**config.mk**
```make
export PLATFORM = sky130hd
export DESIGN_NAME = mem_responder_flat
export DESIGN_NICKNAME = d
export VERILOG_FILES = /design/src/rtl/mem_responder_pkg.sv /design/src/rtl/mem_responder_if.sv /design/src/rtl/mem_responder_ram.sv /design/src/rtl/mem_responder.sv /design/src/flat_wrapper.sv
export SDC_FILE = /design/constraint.sdc
export NUM_CORES = 2
export LEC_CHECK = 0
export CAP_MARGIN = 10
export CORE_ASPECT_RATIO = 1.2
export CORE_MARGIN = 2
export CORE_UTILIZATION = 55
export DETAILED_ROUTE_END_ITERATION = 16
export DONT_BUFFER_PORTS = 1
export PLACE_DENSITY_LB_ADDON = 0.1
export SLEW_MARGIN = 5
export SYNTH_ARGS = -nofsm -noshare
export SYNTH_HDL_FRONTEND = slang
export SYNTH_HIERARCHICAL = 1
export SYNTH_SLANG_ARGS = --single-unit
```
**constraint.sdc**
```tcl
create_clock -name clk -period 5.25 [get_ports clk]
set_input_delay 0.7875 -clock clk [delete_from_list [all_inputs] [get_ports clk]]
set_output_delay 0.7875 -clock clk [all_outputs]
set_load 0.05 [all_outputs]
```
**src/rtl/mem_responder_pkg.sv**
```systemverilog
// Shared types for the memory responder: bus command encodings, responder FSM
// states and the address-region decode.
package mem_bus_pkg;

    typedef enum logic [1:0] {
        MEM_NONE    = 2'b00,
        MEM_WRITE   = 2'b01,
        MEM_READ    = 2'b10,
        MEM_ILLEGAL = 2'b11
    } mem_cmd_e;

    typedef enum logic [1:0] {
        IDLE = 2'd0,
        WAIT = 2'd1,
        RESP = 2'd2
    } resp_state_e;

    typedef enum logic [1:0] {
        REG_RAM  = 2'd0,
        REG_LED  = 2'd1,
        REG_SW   = 2'd2,
        REG_NONE = 2'd3
    } region_e;

    localparam int CNT_W = 4;

    function automatic region_e decode(input int unsigned addr,
                                       input int unsigned depth,
                                       input int unsigned led_addr,
                                       input int unsigned sw_addr);
        region_e r;
        if (addr < depth)          r = REG_RAM;
        else if (addr == led_addr) r = REG_LED;
        else if (addr == sw_addr)  r = REG_SW;
        else                       r = REG_NONE;
        return r;
    endfunction

endpackage

```
**src/rtl/mem_responder_if.sv**
```systemverilog
// CPU-side memory bus: command/address/data from the controller and the
// one-cycle ready/error response from the responder.
interface mem_responder_if #(
    parameter int DATA_W = 16,
    parameter int ADDR_W = 9
);
    logic [1:0]        mem_cmd;
    logic [ADDR_W-1:0] mem_addr;
    logic [DATA_W-1:0] mem_wdata;
    logic [DATA_W-1:0] mem_rdata;
    logic              mem_ready;
    logic              mem_err;
    logic              busy;

    modport master (
        output mem_cmd, mem_addr, mem_wdata,
        input  mem_rdata, mem_ready, mem_err, busy
    );

    modport slave (
        input  mem_cmd, mem_addr, mem_wdata,
        output mem_rdata, mem_ready, mem_err, busy
    );
endinterface

```
**src/rtl/mem_responder_ram.sv**
```systemverilog
// Single-port synchronous RAM with a registered read; contents are never reset
// so it maps onto block RAM.
module ram_sp #(
    parameter int DEPTH  = 256,
    parameter int DATA_W = 16,
    parameter int AW     = $clog2(DEPTH)
) (
    input  logic              clk,
    input  logic              we_i,
    input  logic              re_i,
    input  logic [AW-1:0]     addr_i,
    input  logic [DATA_W-1:0] wdata_i,
    output logic [DATA_W-1:0] rdata_o
);
    logic [DATA_W-1:0] mem_q [DEPTH];
    logic [DATA_W-1:0] rdata_q;

    always_ff @(posedge clk) begin
        if (we_i) mem_q[addr_i] <= wdata_i;
        if (re_i) rdata_q <= mem_q[addr_i];
    end

    assign rdata_o = rdata_q;
endmodule

```
**src/rtl/mem_responder.sv**
```systemverilog
// Memory-side responder: services read/write commands after WAIT_STATES cycles,
// decoding RAM, an LED register and a synchronized switch port.
module mem_responder
    import mem_bus_pkg::*;
#(
    parameter int          DATA_W      = 16,
    parameter int          ADDR_W      = 9,
    parameter int          MEM_DEPTH   = 256,
    parameter int          WAIT_STATES = 1,
    parameter int unsigned LED_ADDR    = 'h100,
    parameter int unsigned SW_ADDR     = 'h140
) (
    input  logic           clk,
    input  logic           rst_n,
    mem_responder_if.slave bus,
    input  logic [7:0]     sw_in_i,
    output logic [7:0]     led_out_o
);
    localparam int AW = $clog2(MEM_DEPTH);

    if (WAIT_STATES > 15 || WAIT_STATES < 0) begin : g_bad_wait_states
        $error("mem_responder: WAIT_STATES must be in 0..15");
    end

    resp_state_e       state_q, state_d;
    logic [CNT_W-1:0]  cnt_q, cnt_d;
    logic [1:0]        cmd_q;
    logic [ADDR_W-1:0] addr_q;
    logic [DATA_W-1:0] wdata_q;
    logic [7:0]        sw_meta_q, sw_sync_q, led_q;
    logic              ready_q, err_q, busy_q;
    logic [DATA_W-1:0] rdata_reg_q, rdata_reg_d;
    logic              rdata_from_ram_q;

    logic              enter_resp, rd_now, err_now;
    logic              ram_we, ram_re, led_ld;
    logic [1:0]        eff_cmd;
    logic [ADDR_W-1:0] eff_addr;
    region_e           eff_region, resp_region;
    logic [AW-1:0]     ram_addr;
    logic [DATA_W-1:0] ram_rdata;

    always_comb begin
        state_d    = state_q;
        cnt_d      = cnt_q;
        enter_resp = 1'b0;
        case (state_q)
            IDLE: begin
                if (bus.mem_cmd != MEM_NONE) begin
                    if (WAIT_STATES == 0) begin
                        state_d    = RESP;
                        enter_resp = 1'b1;
                    end else begin
                        state_d = WAIT;
                        cnt_d   = CNT_W'(WAIT_STATES);
                    end
                end
            end
            WAIT: begin
                cnt_d = cnt_q - 4'd1;
                if (cnt_q == 4'd1) begin
                    state_d    = RESP;
                    enter_resp = 1'b1;
                end
            end
            RESP:    state_d = IDLE;
            default: state_d = IDLE;
        endcase
    end

    // With zero wait states the response is set up on the acceptance edge,
    // before the command registers hold it, so look at the live bus instead.
    assign eff_cmd     = (state_q == IDLE) ? bus.mem_cmd  : cmd_q;
    assign eff_addr    = (state_q == IDLE) ? bus.mem_addr : addr_q;
    assign eff_region  = decode(32'(eff_addr), MEM_DEPTH, LED_ADDR, SW_ADDR);
    assign resp_region = decode(32'(addr_q), MEM_DEPTH, LED_ADDR, SW_ADDR);

    assign rd_now  = enter_resp && (eff_cmd == MEM_READ);
    assign err_now = (eff_cmd == MEM_ILLEGAL) || (eff_region == REG_NONE) ||
                     ((eff_cmd == MEM_WRITE) && (eff_region == REG_SW));

    assign ram_re   = rd_now && (eff_region == REG_RAM);
    assign ram_we   = (state_q == RESP) && (cmd_q == MEM_WRITE) && (resp_region == REG_RAM);
    assign led_ld   = (state_q == RESP) && (cmd_q == MEM_WRITE) && (resp_region == REG_LED);
    assign ram_addr = ram_we ? addr_q[AW-1:0] : eff_addr[AW-1:0];

    always_comb begin
        rdata_reg_d = '0;
        case (eff_region)
            REG_LED: rdata_reg_d = {{(DATA_W-8){1'b0}}, led_q};
            REG_SW:  rdata_reg_d = {{(DATA_W-8){1'b0}}, sw_sync_q};
            default: rdata_reg_d = '0;
        endcase
    end

    always_ff @(posedge clk or negedge rst_n) begin
        if (!rst_n) begin
            state_q          <= IDLE;
            cnt_q            <= '0;
            cmd_q            <= MEM_NONE;
            addr_q           <= '0;
            wdata_q          <= '0;
            sw_meta_q        <= '0;
            sw_sync_q        <= '0;
            led_q            <= '0;
            ready_q          <= 1'b0;
            err_q            <= 1'b0;
            busy_q           <= 1'b0;
            rdata_reg_q      <= '0;
            rdata_from_ram_q <= 1'b0;
        end else begin
            state_q   <= state_d;
            cnt_q     <= cnt_d;
            sw_meta_q <= sw_in_i;
            sw_sync_q <= sw_meta_q;
            ready_q   <= enter_resp;
            err_q     <= enter_resp && err_now;
            busy_q    <= (state_d != IDLE);
            if (state_q == IDLE && bus.mem_cmd != MEM_NONE) begin
                cmd_q   <= bus.mem_cmd;
                addr_q  <= bus.mem_addr;
                wdata_q <= bus.mem_wdata;
            end
            if (led_ld) led_q <= wdata_q[7:0];
            // Only reads update the returned data; writes and illegal commands hold it.
            if (rd_now) begin
                rdata_reg_q      <= rdata_reg_d;
                rdata_from_ram_q <= (eff_region == REG_RAM);
            end
        end
    end

    ram_sp #(.DEPTH(MEM_DEPTH), .DATA_W(DATA_W), .AW(AW)) u_ram (
        .clk    (clk),
        .we_i   (ram_we),
        .re_i   (ram_re),
        .addr_i (ram_addr),
        .wdata_i(wdata_q),
        .rdata_o(ram_rdata)
    );

    assign bus.mem_rdata = rdata_from_ram_q ? ram_rdata : rdata_reg_q;
    assign bus.mem_ready = ready_q;
    assign bus.mem_err   = err_q;
    assign bus.busy      = busy_q;
    assign led_out_o     = led_q;
endmodule

```
**src/flat_wrapper.sv**
```systemverilog
// flat-port wrapper written by rule: the top's interface ports become plain ports
module mem_responder_flat import mem_bus_pkg::*;
#(
    parameter int          DATA_W      = 16,
    parameter int          ADDR_W      = 9,
    parameter int          MEM_DEPTH   = 256,
    parameter int          WAIT_STATES = 1,
    parameter int unsigned LED_ADDR    = 'h100,
    parameter int unsigned SW_ADDR     = 'h140
)
  (clk, rst_n, sw_in_i, led_out_o, bus_mem_cmd, bus_mem_addr, bus_mem_wdata, bus_mem_rdata, bus_mem_ready, bus_mem_err, bus_busy);
  mem_responder_if #(.DATA_W(DATA_W), .ADDR_W(ADDR_W)) bus_i ();
  input  logic clk;
  input  logic rst_n;
  input  logic [7:0] sw_in_i;
  output logic [7:0] led_out_o;
  input wire logic [$bits(bus_i.mem_cmd)-1:0] bus_mem_cmd;
  input wire logic [$bits(bus_i.mem_addr)-1:0] bus_mem_addr;
  input wire logic [$bits(bus_i.mem_wdata)-1:0] bus_mem_wdata;
  output wire logic [$bits(bus_i.mem_rdata)-1:0] bus_mem_rdata;
  output wire logic [$bits(bus_i.mem_ready)-1:0] bus_mem_ready;
  output wire logic [$bits(bus_i.mem_err)-1:0] bus_mem_err;
  output wire logic [$bits(bus_i.busy)-1:0] bus_busy;
  assign bus_i.mem_cmd = bus_mem_cmd;
  assign bus_i.mem_addr = bus_mem_addr;
  assign bus_i.mem_wdata = bus_mem_wdata;
  assign bus_mem_rdata = bus_i.mem_rdata;
  assign bus_mem_ready = bus_i.mem_ready;
  assign bus_mem_err = bus_i.mem_err;
  assign bus_busy = bus_i.busy;
  mem_responder #(.DATA_W(DATA_W), .ADDR_W(ADDR_W), .MEM_DEPTH(MEM_DEPTH), .WAIT_STATES(WAIT_STATES), .LED_ADDR(LED_ADDR), .SW_ADDR(SW_ADDR)) u_core (.clk(clk), .rst_n(rst_n), .bus(bus_i), .sw_in_i(sw_in_i), .led_out_o(led_out_o));
endmodule
```
==> results.yml <==
grt:
  grt_use_total: 0.290
  antenna_found_initial: 21
  grt_first_pass_wirelength_mm: 597
  grt_max_degree: 224
  grt_pass1_vias: 77900
  gr-total-overflow: 0
timing:
  worstMarginPinSlew_ps: 1450
  setup_viol: 0
  rsz0062_at_grt: "false"
  fmax_ghz: 0.203
  worst_slack_ps: 329
  maxSlewViolCount: 0
  hold_viol_final: 0
  finalSetupTns_ps: 0
  fin_skew_ps: 50.9
  holdWs_ps: 58.9
  fin_crit_sh: 0.937
  min_period_ps: 4920
  maxSlewHeadroom: 0.0308
detailed_routing:
  dr.pass1.iters: 6
  vias: 78900
  vias_per_cell: 6.72
  drtIter0Drc: 10900
  drc_errors: 0
  ant_nets: 0
  wl_per_cell_um: 36.0
  wl_mm: 422
cts:
  htreeDepth: 5
  clock_latency_ps: 910
  clock_sinks: 4181
  cts_buffers: 401
  clk_pin_slew_ps: 70
  cts_tree: "yes"
  clock_path_buffers: 4
  root_buffer: "clkbuf_16"
job:
  cap_violations: 0
logic_synthesis:
  ys_async_sr_fraction: 0.0165
  synth_area_leaders: "edfxtp_1, mux4_2, a22oi_1"
  ys_seq_area_frac: 0.790
  ys_ff_latch: 4181
  synth_ff_type: "edfxtp_1"
  syn_area_per_cell_um2: 22.7
  yosysTopAreaCell: "edfxtp_1"
  syn-cell-area_mm2: 0.158
  synth_cells: 6995
  yosysWarnings: 6
  synth_top_cell_area_share: 0.779
  ys_types: 46
  synth_enable_flop_cells: 4112
  synth.net_count: 7034
critical_path:
  cp.arrival_ps: 5540
  end_kind: "flop"
  critPathRequiredTime_ps: 5870
  reg2regPathDepth: 8
  crit_fanout: 35
  critical_path_class: "flop to flop"
  crit_chain: "nor2_2 > mux2_8 > buf_4 > mux4_2 > a22oi_1 > a21oi_1 > o41ai_4 > nand4_1"
  worst_path_max_delay_cell: "o41ai_4"
  cp-start-kind: "flop"
  worst_path_largest_cell_delay_ps: 960
die:
  core_area_mm2: 0.286
  die_h_um: 592
  rows: 215
  die-area_mm2: 0.292
  start_util: 0.554
  fp.dieW_um: 494
  io_pins: 64
final_layout:
  final_common_cell: "edfxtp_1"
  layout.nets: 7653
  drive_gt1_frac: 0.297
  final_area_mm2: 0.180
  area_growth_pct: 13.9
  finish.utilization: 0.630
  instances_no_fill: 11700
  final_cell_mix: "edfxtp_1, mux4_2, buf_4, a22oi_1, clkbuf_16"
placement:
  place_inst: 11000
  dp_hpwl_mm: 252
  place_congestion: 0.866
  io_buffers: 0
  dpl_cell_area_mm2: 0.167
  pre_cts_ws_ps: 30.9
power_and_ir_drop:
  power_leakage_nw: 56.5
  total_power_mw: 107
  max-vdd-ir-drop_uv: 585
  powerDensity_mw_per_mm2: 593
min_path:
  worstHoldPathType: "primary input to flop"
  worstHoldPathCells: 2
run_status:
  status: "finished, final reports clean"
## power by group
group          internal, mW  switching [mW]
sequential             41.7            1.44
clock                  16.0            12.1
combinational          13.2            22.7
total                  70.8            36.3
## cell type report
type	count	area, um^2
Inverter	5	18.8
Timing Repair Buffer	647	5860
Sequential cell	4181	125000
Tap cell	3797	4750
Clock inverter	228	1970
Antenna cell	8	20.0
Fill cell	19200	106000
Multi-Input combinational cell	2378	32000
Clock buffer	486	10600
## Yosys cell counts, types with 2 or more instances
cell	n
edfxtp_1	4112
mux4_2	1024
a22oi_1	520
a21oi_1	257
clkbuf_1	252
nor2_1	236
nand2_1	121
buf_2	82
dfrtp_1	69
o41ai_1	64
buf_1	54
nor3_1	33
buf_6	27
mux2_2	24
buf_4	16
nand4_1	16
nand3_1	15
and2_1	11
nor2b_1	11
o31ai_1	8
nand2b_1	7
inv_1	5
o21ai_0	4
a21o_1	2
ha_1	2
o211ai_1	2
or2_2	2
## metal layers
layer	up-vias	wire (um)	GRT usage
met3	659	40400	0.0495
met4	10	14400	0.0903
met2	4361	206000	0.461
met1	42700	161000	0.416
met5	-	65	0
li1	31200	-	-
## final timing paths
kind                                      endpoint  slack (ps)                start
setup / recovery           u_core/u_ram/rdata_o[2]         330    u_core/state_q[0]
max in group asynchronous       u_core/wdata_q[10]        4470                rst_n
setup reg to reg           u_core/u_ram/rdata_o[2]         330    u_core/state_q[0]
min in group asynchronous      u_core/sw_sync_q[1]         470                rst_n
hold reg to reg                u_core/sw_sync_q[0]         350  u_core/sw_meta_q[0]
hold / removal                  u_core/wdata_q[12]          60    bus_mem_wdata[12]
## logic make-up (layout without fill, tap and decap cells)
kind of cell	Yosys count	in the layout	synth area share
other cells	0	8	0
fa+ha+maj	2	2	0.000158
compound gates	862	862	0.0373
simple gates	464	464	0.0126
mux	1049	1049	0.147
buf+inv	436	1366	0.0126
xor+xnor	1	1	0.0000553
flops	4181	4181	0.790
## sequential cells by signal (all words and copies together), names as in the netlist
| register | cells |
|---|---|
| u_core/rdata_from_ram_q | 1 |
| u_core/addr_q | 9 |
| u_core/led_out_o | 8 |
| u_core/cnt_q | 4 |
| u_core/u_ram/rdata_o | 16 |
| u_core/sw_sync_q | 8 |
| u_core/cmd_q | 2 |
| u_core/bus.mem_err | 1 |
| u_core/u_ram/mem_q | 4096 |
| u_core/state_q | 2 |
| u_core/bus.busy | 1 |
| u_core/wdata_q | 16 |
| u_core/sw_meta_q | 8 |
| u_core/rdata_reg_q | 8 |
| u_core/bus.mem_ready | 1 |
## what timing repair did
action                                 CTS  global route
pin swaps                                0             1
buffers inserted                         0             0
setup endpoints to repair                1             8
resized for setup                        1             2
hold buffers                            34             0
endpoints found under the hold margin  101             0
## critical path: cells and delay by family, from the launching register on
| kind | cells | cell delay (ps) |
|---|---|---|
| muxes | 2 | 1250 |
| AOI/OAI and AO/OA | 3 | 1530 |
| buffers and inverters | 1 | 710 |
| DFF | 1 | 470 |
| and+or+nand+nor | 2 | 590 |
Power figures use the tool's default switching activity.
